<file path="config.mk">
export PLATFORM = sky130hd
export DESIGN_NAME = sprite_compositor
export DESIGN_NICKNAME = d
export VERILOG_FILES = /design/src/rtl/sprite_compositor.sv
export SDC_FILE = /design/constraint.sdc
export NUM_CORES = 1
export LEC_CHECK = 0
export ABC_AREA = 1
export BUFFER_PORTS_ARGS = -buffer_cell sky130_fd_sc_hd__buf_2
export CAP_MARGIN = 20
export CORE_ASPECT_RATIO = 1.1
export CORE_MARGIN = 1
export CORE_UTILIZATION = 35
export CTS_CLUSTER_DIAMETER = 30
export DETAILED_ROUTE_END_ITERATION = 7
export GPL_ROUTABILITY_DRIVEN = 1
export GPL_TIMING_DRIVEN = 0
export HOLD_SLACK_MARGIN = 0.05
export PLACE_DENSITY = 0.74
export SYNTH_ARGS = -nofsm -noshare
export SYNTH_HDL_FRONTEND = slang
export SYNTH_SLANG_ARGS = --single-unit
export TNS_END_PERCENT = 10
</file>
<file path="constraint.sdc">
create_clock -name clk -period 0.8 [get_ports clk]
set_input_delay 0.04 -clock clk [delete_from_list [all_inputs] [get_ports clk]]
set_output_delay 0.04 -clock clk [all_outputs]
set_load 0.03 [all_outputs]
</file>
<file path="src/rtl/sprite_compositor.sv">
`default_nettype none
// ============================================================================
// Module      : sprite_compositor
// Description : Merges player/enemy sprite bits into one RGB565 pixel, latches
//               player/enemy collisions per frame and publishes them at frame
//               boundaries. Optional post-hit player flash is compiled in with
//               SPRITE_COMPOSITOR_FLASH_EN.
// Revision    : 1.0 - initial release
// ============================================================================
module sprite_compositor #(
    parameter logic [15:0] PLAYER_COLOR = 16'h07FF,
    parameter logic [15:0] ENEMY_COLOR  = 16'h07E0,
    parameter logic [15:0] BG_COLOR     = 16'h0000,
    parameter logic [15:0] HIT_COLOR    = 16'hF800,
    parameter int          FLASH_FRAMES = 8
) (
    input  logic        clk,
    input  logic        reset,
    input  logic        frame_start,
    input  logic        video_on,
    input  logic        player_gfx,
    input  logic [2:0]  enemy_gfx,
    output logic [15:0] rgb_o,
    output logic [2:0]  hit_o,
    output logic        hit_pulse_o,
    output logic        flash_active_o
);

    if (FLASH_FRAMES < 1 || FLASH_FRAMES > 15) begin : g_flash_range_err
        $error("FLASH_FRAMES must be within 1..15");
    end

    logic        r_frame_start_s1;
    logic        r_video_on_s1;
    logic        r_player_s1;
    logic [2:0]  r_enemy_s1;
    logic [2:0]  r_pending;
    logic [2:0]  w_coll;
    logic        w_flash_active;
    logic [15:0] w_player_color;

    always_ff @(posedge clk or posedge reset) begin
        if (reset) begin
            r_frame_start_s1 <= 1'b0;
            r_video_on_s1    <= 1'b0;
            r_player_s1      <= 1'b0;
            r_enemy_s1       <= 3'b000;
        end else begin
            r_frame_start_s1 <= frame_start;
            r_video_on_s1    <= video_on;
            r_player_s1      <= player_gfx;
            r_enemy_s1       <= enemy_gfx;
        end
    end

    // Only player-vs-enemy overlaps count; enemy-vs-enemy is ignored.
    assign w_coll = {3{r_video_on_s1 & r_player_s1}} & r_enemy_s1;

    // The frame_start pixel seeds the new frame's pending set.
    always_ff @(posedge clk or posedge reset) begin
        if (reset) begin
            r_pending   <= 3'b000;
            hit_o       <= 3'b000;
            hit_pulse_o <= 1'b0;
        end else if (r_frame_start_s1) begin
            r_pending   <= w_coll;
            hit_o       <= r_pending;
            hit_pulse_o <= (r_pending != 3'b000);
        end else begin
            r_pending   <= r_pending | w_coll;
            hit_pulse_o <= 1'b0;
        end
    end

`ifdef SPRITE_COMPOSITOR_FLASH_EN
    localparam logic [3:0] c_FLASH_LOAD = 4'(FLASH_FRAMES);

    logic [3:0] r_flash_cnt;

    // A reload on a new hit takes precedence over the per-frame decrement.
    always_ff @(posedge clk or posedge reset) begin
        if (reset) begin
            r_flash_cnt <= 4'd0;
        end else if (r_frame_start_s1) begin
            if (r_pending != 3'b000) begin
                r_flash_cnt <= c_FLASH_LOAD;
            end else if (r_flash_cnt != 4'd0) begin
                r_flash_cnt <= r_flash_cnt - 4'd1;
            end
        end
    end

    assign w_flash_active = (r_flash_cnt != 4'd0);
`else
    assign w_flash_active = 1'b0;
`endif

    assign flash_active_o = w_flash_active;
    assign w_player_color = w_flash_active ? HIT_COLOR : PLAYER_COLOR;

    always_ff @(posedge clk or posedge reset) begin
        if (reset) begin
            rgb_o <= 16'h0000;
        end else if (!r_video_on_s1) begin
            rgb_o <= 16'h0000;
        end else if (r_player_s1) begin
            rgb_o <= w_player_color;
        end else if (r_enemy_s1 != 3'b000) begin
            rgb_o <= ENEMY_COLOR;
        end else begin
            rgb_o <= BG_COLOR;
        end
    end

endmodule
`default_nettype wire

</file>
### Word level (Yosys, flattened, before mapping)

Cells that the tools add are included.

* logic and storage cells: 18
* register bits: 29

* bitwise operators: 3
* multiplexer cells: 5
* reduce and logical (&&, ||, !) cells: 2

Operator list (count)
* two-way mux 11 bit: 2
* two-way mux 16 bit: 1
* nonzero test 3 bit: 2
* bitwise AND 3 bit: 1
* two-way mux 3 bit: 1
* OR 3 bit: 1
* bitwise AND 1 bit: 1
* two-way mux 1 bit: 1

### Depth between registers and ports, before layout

* depth after elaboration: 4
* depth in mapped cells: 4
* mapped depth without buffers: 4

### Least setup slack after synthesis

OpenSTA, ideal clock, no wires.

* path kind: register -> output
* from: register rgb_o[9] (netlist name)
* to: output rgb_o[10]
* setup slack: -16 ps
* data arrival time: 776 ps
* required time: 760 ps
* path buffers: 1
* stages on the path, launching flop included: 2
* path through: dfrtp_1 buf_4

RTL lines
* to (decl): RTL line 23 `output logic [15:0] rgb_o,`

==> impl_metrics.json <==
{
  "drive_gt1_share_pct": 49.0,
  "r2r_cells": 3,
  "numCtsBuffers": 3,
  "hold_violations": 0,
  "drc": 0,
  "via_per_inst": 4.08,
  "slew_violations": 0,
  "ios": 29,
  "htreeDepth": 1,
  "postLayoutSetupSlackWorst_ps": -230,
  "syn_area_sq_um": 604,
  "dp.cells": 102,
  "finalPower_mw": 1.69,
  "grt_pass1_vias": 382,
  "die_w_microns": 41.6,
  "grt_max_degree": 16,
  "die_area_sq_um": 1900,
  "finalSetupViolations": 15,
  "synth-seq-cells": 15,
  "outcome": "finished with violations",
  "vias": 461,
  "grt_pass1_wl_mm": 1.56,
  "place_congestion": 0.767,
  "grt.overflow.total": 0,
  "track_usage_pct": 11.8,
  "wl_per_cell_microns": 8.62,
  "max_freq_mhz": 970,
  "layout.nets": 105,
  "violations": "setup timing",
  "drtIter0Drc": 11,
  "dp_hpwl_microns": 655,
  "stdcell_count": 113,
  "yosysWarnings": 0,
  "drv_cap": 0,
  "syn_inst": 58,
  "cts_setup_buffers": 0,
  "synth_area_per_cell_sq_um": 10.4,
  "rsz0062_at_grt": "true",
  "die-height_microns": 45.6,
  "worstSetupPathType": "reg2out",
  "antenna_found_initial": 0,
  "dr.pass1.iters": 4,
  "num_rows": 15,
  "place_ws_ps": 43.3,
  "power_leakage_nw": 0.520,
  "intPower_mw": 1.20,
  "port_buffers": 22,
  "period_share_pct": 129,
  "clock_sinks": 15,
  "seq_power_share_pct": 50.3,
  "core-area_sq_um": 1600,
  "crit_fanout": 5,
  "root_buffer": "clkbuf_4",
  "clk_pin_slew_ps": 80,
  "finalWirelength_microns": 974,
  "period_needed_ps": 1030,
  "comb_power_share_pct": 25.0,
  "min_path_type": "in2async",
  "r2r_slack_ps": 50,
  "ant_nets": 0,
  "fin_setup_tns_ps": -2570,
  "cts.path.max_buffers": 2,
  "crit_path_end_kind": "output port",
  "insertion_delay_ps": 280,
  "required_ps": 760,
  "clkPwrFrac_pct": 24.7,
  "seq_area_frac_synth_pct": 62.1,
  "start_util_pct": 37.9,
  "fin_skew_ps": 0.665,
  "synth.distinct_cells": 12,
  "diodes": 0,
  "p_sw_mw": 0.499,
  "worstReg2RegStart": "r_frame_start_s1",
  "power_density_nw_per_um2": 1780,
  "cp-start-kind": "flop",
  "ir_drop_v": 0.00114,
  "cts_tree": "yes",
  "r2r_end": "r_pending[0]",
  "p_sw_share_pct": 29.4,
  "arrival_ps": 990,
  "syn_to_final_growth_pct": 58.0
}
## sequential cells by signal, indices dropped and copies added (netlist names)
signal / count
r_enemy_s1: 3
r_pending: 3
r_video_on_s1: 1
hit_pulse_o: 1
r_player_s1: 1
r_frame_start_s1: 1
rgb_o: 2
hit_o: 3
## routing by layer
layer	share of wire, %	global-route usage [%]	up-vias
met4	1.1	9.68	0
li1	-	-	233
met3	7.8	4.76	2
met2	53	17.5	24
met1	38	13.6	202
met5	0	0	-
## synth_stat cells
| library cell | instances | area share, % |
|---|---|---|
| a21oi_1 | 1 | 0.83 |
| buf_4 | 15 | 19 |
| clkinv_1 | 1 | 0.62 |
| conb_1 | 1 | 0.62 |
| dfrtp_1 | 15 | 62 |
| inv_1 | 3 | 1.9 |
| inv_2 | 1 | 0.62 |
| nand2_1 | 14 | 8.7 |
| nand3_1 | 2 | 1.7 |
| nor2_1 | 2 | 1.2 |
| o21ai_0 | 2 | 1.7 |
| o21ai_2 | 1 | 1.4 |
## how the worst max path moves through the flow
stage	from	end	slack, ps	cells past startpoint
floorplan	rgb_o[4]	rgb_o[1]	2	1
global placement	rgb_o[9]	rgb_o[9]	60	2
detailed placement	rgb_o[9]	rgb_o[7]	40	2
CTS	rgb_o[9]	rgb_o[7]	-240	2
global route	rgb_o[9]	rgb_o[8]	-280	2
finish	rgb_o[4]	rgb_o[1]	-230	2
## power by group through the flow
stage / registers, mW / logic (mW) / clock network, mW
after floorplan: 0.909 / 0.201 / 0
after global placement: 0.858 / 0.325 / 0
after detailed placement: 0.860 / 0.330 / 0
after CTS: 0.850 / 0.417 / 0.437
after global routing: 0.863 / 0.451 / 0.475
final: 0.853 / 0.424 / 0.418
## kinds of logic (layout without fill, tap and decap cells)
logic type      count (synthesis)  in the layout  share of synthesized area [%]
compound gates                  4              4                           3.93
buf+inv                        20             53                           21.7
flops                          15             15                           62.1
other cells                     1              6                          0.621
simple gates                   18             18                           11.6
## final cells by class
type	instances	area, sq um
Fill cell	128	641
Sequential cell	15	378
Tap cell	17	21.3
Multi-Input combinational cell	28	116
Timing Repair Buffer	29	262
Inverter	5	22.5
Buffer	15	128
Clock inverter	1	5.00
Clock buffer	3	22.5
## repair_timing
action,4_1_cts,5_1_grt
gates cloned,0,0
endpoints found under the hold margin,21,0
gates resized for setup,26,7
hold buffers,7,0
pin swaps,0,1
setup endpoints to repair,15,31
## per-stage QoR
stage	hold slack [ps]	utilization, %	cell area, sq um
after detailed placement	112	47.4	756
after global placement	103	47.4	756
after floorplan	-58.6	-	624
after global routing	286	59.8	955
final	275	59.8	955
after CTS	357	58.6	935
## cell usage in the layout, fill, tap and decap left out, drive strengths merged
master / synthesis / final
buf: 15 / 37
inv: 4 / 4
nand3: 2 / 2
clkinv: 1 / 1
o21ai: 3 / 3
a21oi: 1 / 1
dfrtp: 15 / 15
nor2: 2 / 2
conb: 1 / 6
clkbuf: 0 / 3
nand2: 14 / 14
clkinvlp: 0 / 1
dlygate4sd3: 0 / 7
## critical path, stage by stage, from the launching register on
cell and delay [ps]:
dfrtp_2 460, buf_6 130, buf_6 120
No activity file was read; power rests on OpenSTA's default activity.
